==> config.mk <==
export PLATFORM = sky130hd
export DESIGN_NAME = vec_cmd_sequencer_flat
export DESIGN_NICKNAME = d
export VERILOG_FILES = /design/src/rtl/vec_cmd_sequencer_pkg.sv /design/src/rtl/vec_cmd_sequencer_if.sv /design/src/rtl/vec_cmd_sequencer_fifo.sv /design/src/rtl/vec_cmd_sequencer.sv /design/src/flat_wrapper.sv
export SDC_FILE = /design/constraint.sdc
export NUM_CORES = 1
export LEC_CHECK = 0
export ABC_AREA = 1
export CORE_MARGIN = 2
export CORE_UTILIZATION = 40
export DETAILED_ROUTE_END_ITERATION = 8
export MAX_ROUTING_LAYER = met4
export PLACE_DENSITY = 0.69
export SLEW_MARGIN = 30
export SYNTH_ARGS = -nofsm -noshare
export SYNTH_HDL_FRONTEND = slang
export SYNTH_SLANG_ARGS = --single-unit
export TNS_END_PERCENT = 5
==> constraint.sdc <==
create_clock -name clk_i -period 3.4 [get_ports clk_i]
set_input_delay 0.68 -clock clk_i [delete_from_list [all_inputs] [get_ports clk_i]]
set_output_delay 0.68 -clock clk_i [all_outputs]
set_load 0.05 [all_outputs]
==> src/rtl/vec_cmd_sequencer_pkg.sv <==
// Package: vec_seq_pkg
// Shared types for the vector command sequencer: opcode and FSM state enums,
// the queued command struct and the core register-file geometry.
// The core geometry (els_p, vlen_p, vdw_p) lives here because cmd_s is a
// packed struct and needs fixed field widths.
package vec_seq_pkg;

  localparam int els_p     = 8;   // vectors in the core register file
  localparam int vlen_p    = 4;   // elements per vector
  localparam int vdw_p     = 4;   // bits per element
  localparam int addr_w_lp = (els_p > 1) ? $clog2(els_p) : 1;
  localparam int data_w_lp = vlen_p * vdw_p;

  typedef enum logic [3:0] {
    OP_ADD   = 4'b0000,
    OP_ADDS  = 4'b0100,
    OP_READ  = 4'b1000,
    OP_WRITE = 4'b1001
  } op_e;

  typedef enum logic [1:0] {
    IDLE      = 2'd0,
    ISSUE     = 2'd1,
    WAIT_DONE = 2'd2
  } state_e;

  typedef struct packed {
    op_e                  op;
    logic [addr_w_lp-1:0] addrA;
    logic [addr_w_lp-1:0] addrB;
    logic [addr_w_lp-1:0] addrC;
    logic [data_w_lp-1:0] scalar;
    logic [data_w_lp-1:0] wdata;
  } cmd_s;

  // True for the four opcodes the core understands.
  function automatic logic op_legal(input logic [3:0] op);
    return (op == OP_ADD) || (op == OP_ADDS) || (op == OP_READ) || (op == OP_WRITE);
  endfunction

endpackage

==> src/rtl/vec_cmd_sequencer_if.sv <==
// Interface: vec_cmd_sequencer_if
// Bundles the host command port, the core issue/done port and the host
// result port of vec_cmd_sequencer. Signal suffixes are from the
// sequencer's point of view.
//   slave  : the sequencer (consumes cmd_*, drives core_*_o / res_*_o / err_o)
//   master : host + core environment
interface vec_cmd_sequencer_if;
  import vec_seq_pkg::*;

  // host command port
  logic                 cmd_v_i;
  logic                 cmd_ready_o;
  logic [3:0]           cmd_op_i;
  logic [addr_w_lp-1:0] cmd_addrA_i;
  logic [addr_w_lp-1:0] cmd_addrB_i;
  logic [addr_w_lp-1:0] cmd_addrC_i;
  logic [data_w_lp-1:0] cmd_scalar_i;
  logic [data_w_lp-1:0] cmd_wdata_i;
  // core port
  logic                 core_v_o;
  logic                 core_ready_i;
  logic [3:0]           core_op_o;
  logic [addr_w_lp-1:0] core_addrA_o;
  logic [addr_w_lp-1:0] core_addrB_o;
  logic [addr_w_lp-1:0] core_addrC_o;
  logic [data_w_lp-1:0] core_scalar_o;
  logic [data_w_lp-1:0] core_wdata_o;
  logic                 core_done_i;
  logic [data_w_lp-1:0] core_rdata_i;
  logic                 core_yumi_o;
  // host result port
  logic                 res_v_o;
  logic [data_w_lp-1:0] res_data_o;
  logic                 res_yumi_i;
  logic                 err_o;

  modport slave (
    input  cmd_v_i, cmd_op_i, cmd_addrA_i, cmd_addrB_i, cmd_addrC_i,
           cmd_scalar_i, cmd_wdata_i, core_ready_i, core_done_i,
           core_rdata_i, res_yumi_i,
    output cmd_ready_o, core_v_o, core_op_o, core_addrA_o, core_addrB_o,
           core_addrC_o, core_scalar_o, core_wdata_o, core_yumi_o,
           res_v_o, res_data_o, err_o
  );

  modport master (
    output cmd_v_i, cmd_op_i, cmd_addrA_i, cmd_addrB_i, cmd_addrC_i,
           cmd_scalar_i, cmd_wdata_i, core_ready_i, core_done_i,
           core_rdata_i, res_yumi_i,
    input  cmd_ready_o, core_v_o, core_op_o, core_addrA_o, core_addrB_o,
           core_addrC_o, core_scalar_o, core_wdata_o, core_yumi_o,
           res_v_o, res_data_o, err_o
  );

endinterface

==> src/rtl/vec_cmd_sequencer_fifo.sv <==
// Module: vec_seq_fifo
// 1-read/1-write circular FIFO, v/ready on the input, v/yumi on the output.
// No bypass: a written entry shows at the head the cycle after the write.
// ready_o is simply "not full", so a full FIFO refuses writes even in a
// cycle where the head is being dequeued.
// Ports:
//   clk_i, reset_i   clock, synchronous active-high reset
//   v_i/ready_o      write handshake, data_i write data
//   v_o/data_o       head valid / head data (data_o is 0 while empty)
//   yumi_i           consume head; only honoured while v_o=1
module vec_seq_fifo #(
  parameter int width_p = 8,
  parameter int els_p   = 4
) (
  input  logic               clk_i,
  input  logic               reset_i,
  input  logic               v_i,
  output logic               ready_o,
  input  logic [width_p-1:0] data_i,
  output logic               v_o,
  output logic [width_p-1:0] data_o,
  input  logic               yumi_i
);
  localparam int ptr_w_lp = (els_p > 1) ? $clog2(els_p) : 1;
  localparam int cnt_w_lp = $clog2(els_p + 1);
  localparam logic [ptr_w_lp-1:0] last_lp = ptr_w_lp'(els_p - 1);
  localparam logic [cnt_w_lp-1:0] full_lp = cnt_w_lp'(els_p);

  logic [width_p-1:0]  mem_q [els_p];
  logic [ptr_w_lp-1:0] wptr_q, rptr_q;
  logic [cnt_w_lp-1:0] cnt_q;
  logic                enq, deq;

  assign ready_o = (cnt_q != full_lp);
  assign v_o     = (cnt_q != '0);
  assign enq     = v_i & ready_o;
  assign deq     = yumi_i & v_o;
  assign data_o  = v_o ? mem_q[rptr_q] : '0;

  always_ff @(posedge clk_i) begin
    if (reset_i) begin
      wptr_q <= '0;
      rptr_q <= '0;
      cnt_q  <= '0;
    end else begin
      if (enq) wptr_q <= (wptr_q == last_lp) ? '0 : wptr_q + ptr_w_lp'(1);
      if (deq) rptr_q <= (rptr_q == last_lp) ? '0 : rptr_q + ptr_w_lp'(1);
      cnt_q <= cnt_q + cnt_w_lp'(enq) - cnt_w_lp'(deq);
    end
  end

  // Storage needs no reset: data_o is masked while empty.
  always_ff @(posedge clk_i) begin
    if (enq) mem_q[wptr_q] <= data_i;
  end

endmodule

==> src/rtl/vec_cmd_sequencer.sv <==
// Module: vec_cmd_sequencer
// Buffered command front-end for the vector accelerator core. Host commands
// (write/read/add/add-scalar) are queued, issued in order over the core's
// v/ready/done handshake, and read data comes back through a result FIFO.
// Ports:
//   clk_i, reset_i   clock, synchronous active-high reset (shared with core)
//   bus (slave)      cmd_* host command port, core_* issue/done port,
//                    res_* result port, err_o sticky illegal-opcode flag
// Optional build macro VEC_SEQ_PERF_EN adds 32-bit wrapping counters
//   perf_busy_o  cycles not in IDLE
//   perf_stall_o cycles in ISSUE with core_ready_i low
//   perf_cmds_o  commands completed by the core
module vec_cmd_sequencer
  import vec_seq_pkg::*;
#(
  parameter int cmd_els_p = 4,  // command FIFO depth, >=2, power of 2
  parameter int res_els_p = 2   // result FIFO depth = max outstanding reads
) (
  input  logic clk_i,
  input  logic reset_i,
  vec_cmd_sequencer_if.slave bus
`ifdef VEC_SEQ_PERF_EN
  , output logic [31:0] perf_busy_o
  , output logic [31:0] perf_stall_o
  , output logic [31:0] perf_cmds_o
`endif
);
  localparam int cred_w_lp = $clog2(res_els_p + 1);
  localparam logic [cred_w_lp-1:0] cred_max_lp = cred_w_lp'(res_els_p);

  state_e                  state_q;
  cmd_s                    cmd_in, cmd_head, core_cmd_q;
  logic [$bits(cmd_s)-1:0] cmd_head_raw;
  logic                    cmd_head_v, cmd_deq;
  op_e                     op_q;
  logic                    core_v_q, core_yumi_q, err_q;
  logic [cred_w_lp-1:0]    credits_q, credits_d;
  logic                    head_legal, credit_ok, head_elig;
  logic                    accept, drop, done, cred_dec, cred_inc;
  logic                    res_push, res_space;

  // ---------------- command FIFO ----------------
  assign cmd_in.op     = op_e'(bus.cmd_op_i);
  assign cmd_in.addrA  = bus.cmd_addrA_i;
  assign cmd_in.addrB  = bus.cmd_addrB_i;
  assign cmd_in.addrC  = bus.cmd_addrC_i;
  assign cmd_in.scalar = bus.cmd_scalar_i;
  assign cmd_in.wdata  = bus.cmd_wdata_i;

  vec_seq_fifo #(.width_p($bits(cmd_s)), .els_p(cmd_els_p)) u_cmd_fifo (
    .clk_i   (clk_i),
    .reset_i (reset_i),
    .v_i     (bus.cmd_v_i),
    .ready_o (bus.cmd_ready_o),
    .data_i  (cmd_in),
    .v_o     (cmd_head_v),
    .data_o  (cmd_head_raw),
    .yumi_i  (cmd_deq)
  );
  assign cmd_head = cmd_head_raw;

  // ---------------- issue control ----------------
  // A result being consumed this cycle frees a credit in time for a READ
  // waiting at the head, so the read issues the very next cycle.
  assign head_legal = op_legal(cmd_head.op);
  assign credit_ok  = (credits_q != '0) | cred_inc;
  assign head_elig  = cmd_head_v & head_legal & ((cmd_head.op != OP_READ) | credit_ok);

  assign accept   = (state_q == ISSUE) & bus.core_ready_i;
  assign drop     = (state_q == IDLE) & cmd_head_v & ~head_legal;
  assign done     = (state_q == WAIT_DONE) & bus.core_done_i;
  assign cmd_deq  = accept | drop;
  assign cred_dec = accept & (core_cmd_q.op == OP_READ);
  assign cred_inc = bus.res_yumi_i & bus.res_v_o;
  assign res_push = done & (op_q == OP_READ);

  always_comb begin
    credits_d = credits_q;
    if (cred_dec && !cred_inc)
      credits_d = credits_q - cred_w_lp'(1);
    else if (cred_inc && !cred_dec && credits_q != cred_max_lp)
      credits_d = credits_q + cred_w_lp'(1);
  end

  // FSM with registered core-side outputs. core_cmd_q is a copy of the
  // head taken when entering ISSUE; it is held until the core accepts.
  always_ff @(posedge clk_i) begin
    if (reset_i) begin
      state_q     <= IDLE;
      core_v_q    <= 1'b0;
      core_cmd_q  <= '0;
      op_q        <= OP_ADD;
      core_yumi_q <= 1'b0;
      credits_q   <= cred_max_lp;
      err_q       <= 1'b0;
    end else begin
      credits_q <= credits_d;
      if (drop) err_q <= 1'b1;
      case (state_q)
        IDLE: begin
          if (head_elig) begin
            state_q    <= ISSUE;
            core_v_q   <= 1'b1;
            core_cmd_q <= cmd_head;
          end
        end
        ISSUE: begin
          if (bus.core_ready_i) begin
            state_q     <= WAIT_DONE;
            core_v_q    <= 1'b0;
            core_cmd_q  <= '0;
            op_q        <= core_cmd_q.op;
            core_yumi_q <= (core_cmd_q.op == OP_READ);
          end
        end
        WAIT_DONE: begin
          if (bus.core_done_i) begin
            core_yumi_q <= 1'b0;
            // the head already holds the next command: issue back-to-back
            if (head_elig) begin
              state_q    <= ISSUE;
              core_v_q   <= 1'b1;
              core_cmd_q <= cmd_head;
            end else begin
              state_q <= IDLE;
            end
          end
        end
        default: state_q <= IDLE;
      endcase
    end
  end

  assign bus.core_v_o      = core_v_q;
  assign bus.core_op_o     = core_cmd_q.op;
  assign bus.core_addrA_o  = core_cmd_q.addrA;
  assign bus.core_addrB_o  = core_cmd_q.addrB;
  assign bus.core_addrC_o  = core_cmd_q.addrC;
  assign bus.core_scalar_o = core_cmd_q.scalar;
  assign bus.core_wdata_o  = core_cmd_q.wdata;
  assign bus.core_yumi_o   = core_yumi_q;
  assign bus.err_o         = err_q;

  // ---------------- result FIFO ----------------
  // Credits bound outstanding reads plus stored results, so a push always
  // finds space.
  vec_seq_fifo #(.width_p(data_w_lp), .els_p(res_els_p)) u_res_fifo (
    .clk_i   (clk_i),
    .reset_i (reset_i),
    .v_i     (res_push),
    .ready_o (res_space),
    .data_i  (bus.core_rdata_i),
    .v_o     (bus.res_v_o),
    .data_o  (bus.res_data_o),
    .yumi_i  (bus.res_yumi_i)
  );

  assert property (@(posedge clk_i) disable iff (reset_i) res_push |-> res_space);

`ifdef VEC_SEQ_PERF_EN
  logic [31:0] perf_busy_q, perf_stall_q, perf_cmds_q;

  always_ff @(posedge clk_i) begin
    if (reset_i) begin
      perf_busy_q  <= '0;
      perf_stall_q <= '0;
      perf_cmds_q  <= '0;
    end else begin
      if (state_q != IDLE)                         perf_busy_q  <= perf_busy_q + 32'd1;
      if (state_q == ISSUE && !bus.core_ready_i)   perf_stall_q <= perf_stall_q + 32'd1;
      if (done)                                    perf_cmds_q  <= perf_cmds_q + 32'd1;
    end
  end

  assign perf_busy_o  = perf_busy_q;
  assign perf_stall_o = perf_stall_q;
  assign perf_cmds_o  = perf_cmds_q;
`endif

endmodule
==> src/flat_wrapper.sv <==
// flat-port wrapper written by rule: the top's interface ports become plain ports
module vec_cmd_sequencer_flat import vec_seq_pkg::*;
#(
  parameter int cmd_els_p = 4,                                        
  parameter int res_els_p = 2                                               
)
  (clk_i, reset_i, bus_cmd_v_i, bus_cmd_op_i, bus_cmd_addrA_i, bus_cmd_addrB_i, bus_cmd_addrC_i, bus_cmd_scalar_i, bus_cmd_wdata_i, bus_core_ready_i, bus_core_done_i, bus_core_rdata_i, bus_res_yumi_i, bus_cmd_ready_o, bus_core_v_o, bus_core_op_o, bus_core_addrA_o, bus_core_addrB_o, bus_core_addrC_o, bus_core_scalar_o, bus_core_wdata_o, bus_core_yumi_o, bus_res_v_o, bus_res_data_o, bus_err_o);
  vec_cmd_sequencer_if bus_i ();
  input  logic clk_i;
  input  logic reset_i;
  input wire logic [$bits(bus_i.cmd_v_i)-1:0] bus_cmd_v_i;
  input wire logic [$bits(bus_i.cmd_op_i)-1:0] bus_cmd_op_i;
  input wire logic [$bits(bus_i.cmd_addrA_i)-1:0] bus_cmd_addrA_i;
  input wire logic [$bits(bus_i.cmd_addrB_i)-1:0] bus_cmd_addrB_i;
  input wire logic [$bits(bus_i.cmd_addrC_i)-1:0] bus_cmd_addrC_i;
  input wire logic [$bits(bus_i.cmd_scalar_i)-1:0] bus_cmd_scalar_i;
  input wire logic [$bits(bus_i.cmd_wdata_i)-1:0] bus_cmd_wdata_i;
  input wire logic [$bits(bus_i.core_ready_i)-1:0] bus_core_ready_i;
  input wire logic [$bits(bus_i.core_done_i)-1:0] bus_core_done_i;
  input wire logic [$bits(bus_i.core_rdata_i)-1:0] bus_core_rdata_i;
  input wire logic [$bits(bus_i.res_yumi_i)-1:0] bus_res_yumi_i;
  output wire logic [$bits(bus_i.cmd_ready_o)-1:0] bus_cmd_ready_o;
  output wire logic [$bits(bus_i.core_v_o)-1:0] bus_core_v_o;
  output wire logic [$bits(bus_i.core_op_o)-1:0] bus_core_op_o;
  output wire logic [$bits(bus_i.core_addrA_o)-1:0] bus_core_addrA_o;
  output wire logic [$bits(bus_i.core_addrB_o)-1:0] bus_core_addrB_o;
  output wire logic [$bits(bus_i.core_addrC_o)-1:0] bus_core_addrC_o;
  output wire logic [$bits(bus_i.core_scalar_o)-1:0] bus_core_scalar_o;
  output wire logic [$bits(bus_i.core_wdata_o)-1:0] bus_core_wdata_o;
  output wire logic [$bits(bus_i.core_yumi_o)-1:0] bus_core_yumi_o;
  output wire logic [$bits(bus_i.res_v_o)-1:0] bus_res_v_o;
  output wire logic [$bits(bus_i.res_data_o)-1:0] bus_res_data_o;
  output wire logic [$bits(bus_i.err_o)-1:0] bus_err_o;
  assign bus_i.cmd_v_i = bus_cmd_v_i;
  assign bus_i.cmd_op_i = bus_cmd_op_i;
  assign bus_i.cmd_addrA_i = bus_cmd_addrA_i;
  assign bus_i.cmd_addrB_i = bus_cmd_addrB_i;
  assign bus_i.cmd_addrC_i = bus_cmd_addrC_i;
  assign bus_i.cmd_scalar_i = bus_cmd_scalar_i;
  assign bus_i.cmd_wdata_i = bus_cmd_wdata_i;
  assign bus_i.core_ready_i = bus_core_ready_i;
  assign bus_i.core_done_i = bus_core_done_i;
  assign bus_i.core_rdata_i = bus_core_rdata_i;
  assign bus_i.res_yumi_i = bus_res_yumi_i;
  assign bus_cmd_ready_o = bus_i.cmd_ready_o;
  assign bus_core_v_o = bus_i.core_v_o;
  assign bus_core_op_o = bus_i.core_op_o;
  assign bus_core_addrA_o = bus_i.core_addrA_o;
  assign bus_core_addrB_o = bus_i.core_addrB_o;
  assign bus_core_addrC_o = bus_i.core_addrC_o;
  assign bus_core_scalar_o = bus_i.core_scalar_o;
  assign bus_core_wdata_o = bus_i.core_wdata_o;
  assign bus_core_yumi_o = bus_i.core_yumi_o;
  assign bus_res_v_o = bus_i.res_v_o;
  assign bus_res_data_o = bus_i.res_data_o;
  assign bus_err_o = bus_i.err_o;
  vec_cmd_sequencer #(.cmd_els_p(cmd_els_p), .res_els_p(res_els_p)) u_core (.clk_i(clk_i), .reset_i(reset_i), .bus(bus_i));
endmodule
==> results of run 1 <==
[state kept, by name, summed over array words and instances (netlist names), 2 cells and up, named ones only]
register and cells:
u_core.u_cmd_fifo.mem_q 180, u_core.u_res_fifo.mem_q 32, u_core.bus.core_scalar_o 16, u_core.bus.core_wdata_o 16, u_core.bus.core_op_o 4, u_core.op_q 4
u_core.bus.core_addrA_o 3, u_core.bus.core_addrB_o 3, u_core.bus.core_addrC_o 3, u_core.u_cmd_fifo.cnt_q 3, u_core.credits_q 2, u_core.state_q 2
u_core.u_cmd_fifo.rptr_q 2, u_core.u_cmd_fifo.wptr_q 2, u_core.u_res_fifo.cnt_q 2
[synthesized netlist by cell type (3+ instances only)]
library cell	n	area, um^2
nor2_2	4	25.02
nor2_1	193	724.4
nand3_1	42	210.2
o22ai_1	41	256.5
dfxtp_1	70	1401
o21ai_0	94	470.5
nand3_2	22	220.2
nand2_1	155	581.8
inv_1	37	138.9
nand2_2	4	25.02
clkbuf_1	38	142.6
ha_1	9	112.6
buf_4	3	22.52
inv_2	3	11.26
a21oi_1	30	150.1
buf_6	8	90.09
edfxtp_1	212	6366
buf_2	5	25.02
[layout make-up]
cell class | count | share of cell area (%)
flip-flops and latches | 282 | 55.65
clock buffers | 30 | 5.294
diodes | 2 | 0.03583
well taps | 378 | 3.386
repair buffers | 155 | 10.96
clock inverters | 23 | 1.944
inverters | 41 | 1.120
multi-input cells | 613 | 21.61
[worst paths after layout]
| check | endpoint | start | cells past startpoint | slack (ns) |
|---|---|---|---|---|
| min reg2reg | u_core.bus.core_v_o$_SDFFE_PP0P_ | u_core.bus.core_v_o$_SDFFE_PP0P_ | 2 | 0.45 |
| max reg2reg | u_core.u_cmd_fifo.cnt_q[2]$_SDFF_PP0_ | flip-flop | 16 | 0.52 |
| max | bus_res_data_o[9] | flip-flop | 4 | 0.24 |
| min | u_core.bus.core_v_o$_SDFFE_PP0P_ | u_core.bus.core_v_o$_SDFFE_PP0P_ | 2 | 0.45 |
[cell families (layout without fill, tap and decap cells)]
family / after synthesis / count (layout) / synth area share [%]
simple gates: 430 / 430 / 17.00
flops: 282 / 282 / 69.47
compound gates: 171 / 171 / 8.248
buf+inv: 96 / 249 / 3.939
fa+ha+maj: 10 / 10 / 1.186
xor+xnor: 2 / 2 / 0.1567
other cells: 0 / 2 / 0
[tightest hold or removal path: stages (launching register included)]
cell     delay (ns)
dfxtp_1        0.31
inv_1          0.05
a21oi_1        0.05
[per-layer routing]
layer	routed length (um)	share of wire, %
met5	0	0
met4	418	1.7
met3	1575	6.4
met2	11760	48
met1	10930	44
[power breakdown]
part | internal, mW | leakage, nW | switching (mW)
Clock | 2.03 | 0.485 | 1.28
Sequential | 4.18 | 2.51 | 0.209
Combinational | 1.37 | 2.07 | 3.01
Total | 7.58 | 5.06 | 4.50
[stage by stage]
stage | hold WS [ns] | power (mW) | TNS, ns | instance area (um^2)
floorplan | 0.4257 | 7.680 | -23.84 | 11180
global placement | 0.4358 | 8.791 | 0 | 12950
detailed placement | 0.4437 | 8.863 | 0 | 12950
CTS | 0.4532 | 12.20 | 0 | 13960
global route | 0.4697 | 12.83 | 0 | 13970
finish | 0.4529 | 12.08 | 0 | 13970
==> results.py, run 1 <==
metrics = {
    "finish": {
        "nNetsFinal": 1199,
        "final_cell_mix": "edfxtp_1 (212), nor2_1 (188), nand2_1 (155), clkdlybuf4s50_1 (132), o21ai_0 (94)",
        "final_common_cell": "edfxtp_1",
        "seq_area_um2": 7772,
        "multi_input_area_um2": 3018,
        "area_growth_pct": 24.92,
        "fill_cells": 2428,
        "utilization_pct": 50.55,
        "drive_above_1_share_pct": 10.49,
        "stdcell_count": 1524,
    },
    "yosys": {
        "synthCells": 991,
        "seq_area_frac_synth_pct": 69.47,
        "ys_types": 37,
        "syn-num-nets": 1068,
        "ys_seq_elements": 282,
        "synth-main-ff-cell": "edfxtp_1",
        "syn_area_um2": 11180,
        "async_flop_share_pct": 0,
        "synth.avg_cell_area_um2": 11.28,
        "synth_edf_count": 212,
        "yosysWarnings": 0,
    },
    "global_routing": {
        "met3_usage_pct": 3.313,
        "grt_first_pass_wirelength_um": 39180,
        "overflow": 0,
        "grt_use_met1_pct": 21.95,
        "grt_max_degree": 46,
        "busiest_layer": "met2",
        "track_usage_pct": 17.33,
        "grt_pass1_vias": 7501,
        "use_met2_pct": 28.89,
        "antenna_found_initial": 2,
    },
    "cts": {
        "cts_max_level": 1,
        "postCtsSetupBuffers": 0,
        "cts-resized-gates": 0,
        "cts.sinks": 282,
        "cts_tree": "yes",
        "path_clk_slew_ns": 0.06,
        "hold_buffers": 0,
        "clk_latency_ns": 0.54,
        "cts_inserted_buffers": 29,
        "cts_buffer_depth": 3,
        "root_buffer": "clkbuf_16",
    },
    "floorplan": {
        "die_area_um2": 29300,
        "coreArea_um2": 27630,
        "start_util_pct": 40.47,
        "ios": 133,
        "die_width_um": 171.2,
        "fp.dieH_um": 171.2,
        "num_rows": 61,
    },
    "worst_setup_path": {
        "cpPeakStageDelay_ns": 0.83,
        "worstPathRequired_ns": 2.72,
        "path_cells": "inv_1 > nand2_1 > a21oi_1 > clkdlybuf4s50_1",
        "crit_slowest_cell": "clkdlybuf4s50_1",
        "cp_data_arrival_time_ns": 2.48,
        "cp-end-kind": "output port",
        "startpoint_type": "flip-flop",
        "crit_type": "reg -> out",
        "worstPathMaxFanout": 16,
        "critPathTopFamily": "buffers and inverters",
        "crit_buf_inv": 2,
    },
    "timing": {
        "tightest_slew_ns": 0.7248,
        "slew_violations": 0,
        "min_period_over_period_pct": 92.80,
        "setup_slack_ns": 0.2448,
        "rsz0062_at_grt": "no",
        "final-hold-violation-count": 0,
        "maxSlewHeadroom_pct": 51.63,
        "fmax_mhz": 316.9,
        "fin_skew_ns": 0.01229,
        "setup_violations": 0,
        "period_minus_slack_ns": 3.155,
    },
    "placement": {
        "place_ws_ns": 0.2520,
        "place.detailed.instances": 1469,
        "dp_hpwl_um": 14750,
        "port_buffers": 132,
        "gp_congestion": 0.7941,
    },
    "pwr": {
        "peakVddDrop_uv": 540.0,
        "power_leakage_nw": 5.062,
        "p_per_area_nw_per_um2": 864.7,
    },
    "routing": {
        "routed_via_density": 4.960,
        "routedWlPerCell_um": 16.20,
        "vias": 7559,
        "ant_nets": 0,
        "dr.first_iter.drc_count": 535,
        "wl_um": 24690,
        "drc": 0,
        "firstDrtPassIters": 7,
    },
    "run": {
        "maxCapViolations": 0,
    },
    "worst_hold_path": {
        "worstHoldPathType": "reg -> reg",
    },
    "status": {
        "status": "finished, final reports clean",
    },
}
No activity file was read; power rests on OpenSTA's default activity.
==> run 2, diff against run 1 <==
- CORE_ASPECT_RATIO: default -> 1.75
- PLACE_DENSITY: 0.69 -> 0.74
==> results.py, run 2 (synthesized netlist as in run 1, its figures left out) <==
metrics = {
    "placement": {
        "port_buffers": 132,
        "gp_congestion": 0.8216,
        "place.detailed.instances": 1461,
        "dp_hpwl_um": 14720,
    },
    "worst_setup_path": {
        "worstPathRequired_ns": 2.72,
        "cpPeakStageDelay_ns": 0.82,
        "cp_data_arrival_time_ns": 2.41,
        "cp-end-kind": "output port",
        "startpoint_type": "flip-flop",
        "critPathTopFamily": "buffers and inverters",
        "path_cells": "inv_1 > nand2_1 > a21oi_1 > clkdlybuf4s50_1",
        "crit_slowest_cell": "clkdlybuf4s50_1",
        "crit_buf_inv": 2,
        "worstPathMaxFanout": 16,
        "crit_type": "reg -> out",
    },
    "floorplan": {
        "coreArea_um2": 27770,
        "start_util_pct": 40.26,
        "die_width_um": 130.4,
        "ios": 133,
        "num_rows": 81,
        "fp.dieH_um": 225.2,
        "die_area_um2": 29360,
    },
    "timing": {
        "fin_skew_ns": 0.03355,
        "period_minus_slack_ns": 3.090,
        "final-hold-violation-count": 0,
        "final.setup.tns_ns": 0,
        "maxSlewHeadroom_pct": 54.42,
        "rsz0062_at_grt": "no",
        "min_period_over_period_pct": 90.88,
        "tightest_slew_ns": 0.6837,
        "slew_violations": 0,
        "fmax_mhz": 323.6,
        "setup_violations": 0,
    },
    "cts": {
        "path_clk_slew_ns": 0.07,
        "cts_max_level": 1,
        "clk_latency_ns": 0.54,
        "cts_buffer_depth": 3,
        "postCtsSetupBuffers": 0,
        "hold_buffers": 0,
        "root_buffer": "clkbuf_16",
        "cts_inserted_buffers": 25,
        "cts-resized-gates": 0,
        "cts_tree": "yes",
        "cts.sinks": 282,
    },
    "global_routing": {
        "track_usage_pct": 16.79,
        "grt_max_degree": 55,
        "grt_first_pass_wirelength_um": 37390,
        "antenna_found_initial": 0,
        "grt_pass1_vias": 7575,
        "overflow": 0,
    },
    "routing": {
        "routed_via_density": 5.037,
        "firstDrtPassIters": 5,
        "drc": 0,
        "routedWlPerCell_um": 16.22,
        "ant_nets": 0,
        "wl_um": 24450,
        "vias": 7591,
        "dr.first_iter.drc_count": 428,
    },
    "finish": {
        "area_growth_pct": 23.23,
        "stdcell_count": 1507,
        "reg_top3": "u_core.u_cmd_fifo.mem_q (180), u_core.u_res_fifo.mem_q (32)",
        "drive_above_1_share_pct": 9.436,
        "nNetsFinal": 1192,
        "final_common_cell": "edfxtp_1",
        "top_register": "u_core.u_cmd_fifo.mem_q",
        "fill_cells": 2458,
        "diodes": 0,
        "final_cell_mix": "edfxtp_1 (212), nor2_1 (188), nand2_1 (155), clkdlybuf4s50_1 (132), o21ai_0 (94)",
        "largest_reg_flops": 180,
    },
    "pwr": {
        "p_seq_share_pct": 37.9,
        "total_power_mw": 11.62,
        "power_leakage_nw": 4.968,
        "internal_power_mw": 7.204,
        "p_clk_share_pct": 24.3,
        "pwr-share-comb_pct": 37.7,
        "p_per_area_nw_per_um2": 843.2,
        "peakVddDrop_uv": 412.2,
        "switching_share_pct": 37.99,
        "p_sw_mw": 4.414,
    },
    "worst_hold_path": {
        "worstHoldPathType": "reg -> reg",
    },
    "status": {
        "status": "finished, final reports clean",
    },
    "run": {
        "maxCapViolations": 0,
    },
}
## run 2: area by class of cell
type	count	area (um^2)	share of cell area [%]
clock inverters	13	155.1	1.126
flip-flops and latches	282	7772	56.41
well taps	373	466.7	3.387
clock buffers	33	675.6	4.904
repair buffers	152	1534	11.13
multi-input cells	613	3018	21.90
inverters	41	156.4	1.135
## run 2: final timing paths
check                           cells after the start                             start                               endpoint  slack, ns
worst max-delay path                                4                         flip-flop                      bus_res_data_o[3]       0.31
worst min-delay path                                2  u_core.bus.core_v_o$_SDFFE_PP0P_       u_core.bus.core_v_o$_SDFFE_PP0P_       0.46
worst max register to register                     14    u_core.state_q[0]$_SDFFE_PP0P_  u_core.u_cmd_fifo.cnt_q[2]$_SDFF_PP0_       0.60
worst min register to register                      2  u_core.bus.core_v_o$_SDFFE_PP0P_       u_core.bus.core_v_o$_SDFFE_PP0P_       0.46
## run 2: metrics by stage
step	cell area (um^2)	utilization, %	hold slack, ns	worst slack (ns)
final	13780	49.62	0.4585	0.3101
after global routing	13780	49.62	0.4879	0.1110
after CTS	13780	49.62	0.4572	0.2903
after detailed placement	12950	46.63	0.4465	0.3270
after global placement	12950	46.63	0.4397	0.3529
after floorplan	11180	-	0.4257	-0.1325
## run 2: routing by layer
metal  GRT usage, %  wire length [um]  vias to the layer above
met3          2.873              1538                       67
met5              -                 0                        -
met2          30.21             12780                      266
met1          17.50              9279                     3588
li1               -                 -                     3670
met4          8.099               852                        0
## run 2: worst min-delay path: cells and delay by family, from the launching register on
kind | cells | cell delay (ns)
compound gates | 1 | 0.05
buf+inv | 1 | 0.05
flops | 1 | 0.32
## run 2: power by group through the flow
stage | sequential, mW | clock, mW | combinational, mW
final | 4.40 | 2.83 | 4.38
after global routing | 4.44 | 3.01 | 4.87
after CTS | 4.41 | 2.89 | 4.41
after detailed placement | 4.48 | 0 | 4.39
after global placement | 4.46 | 0 | 4.31
after floorplan | 4.91 | 0 | 2.77
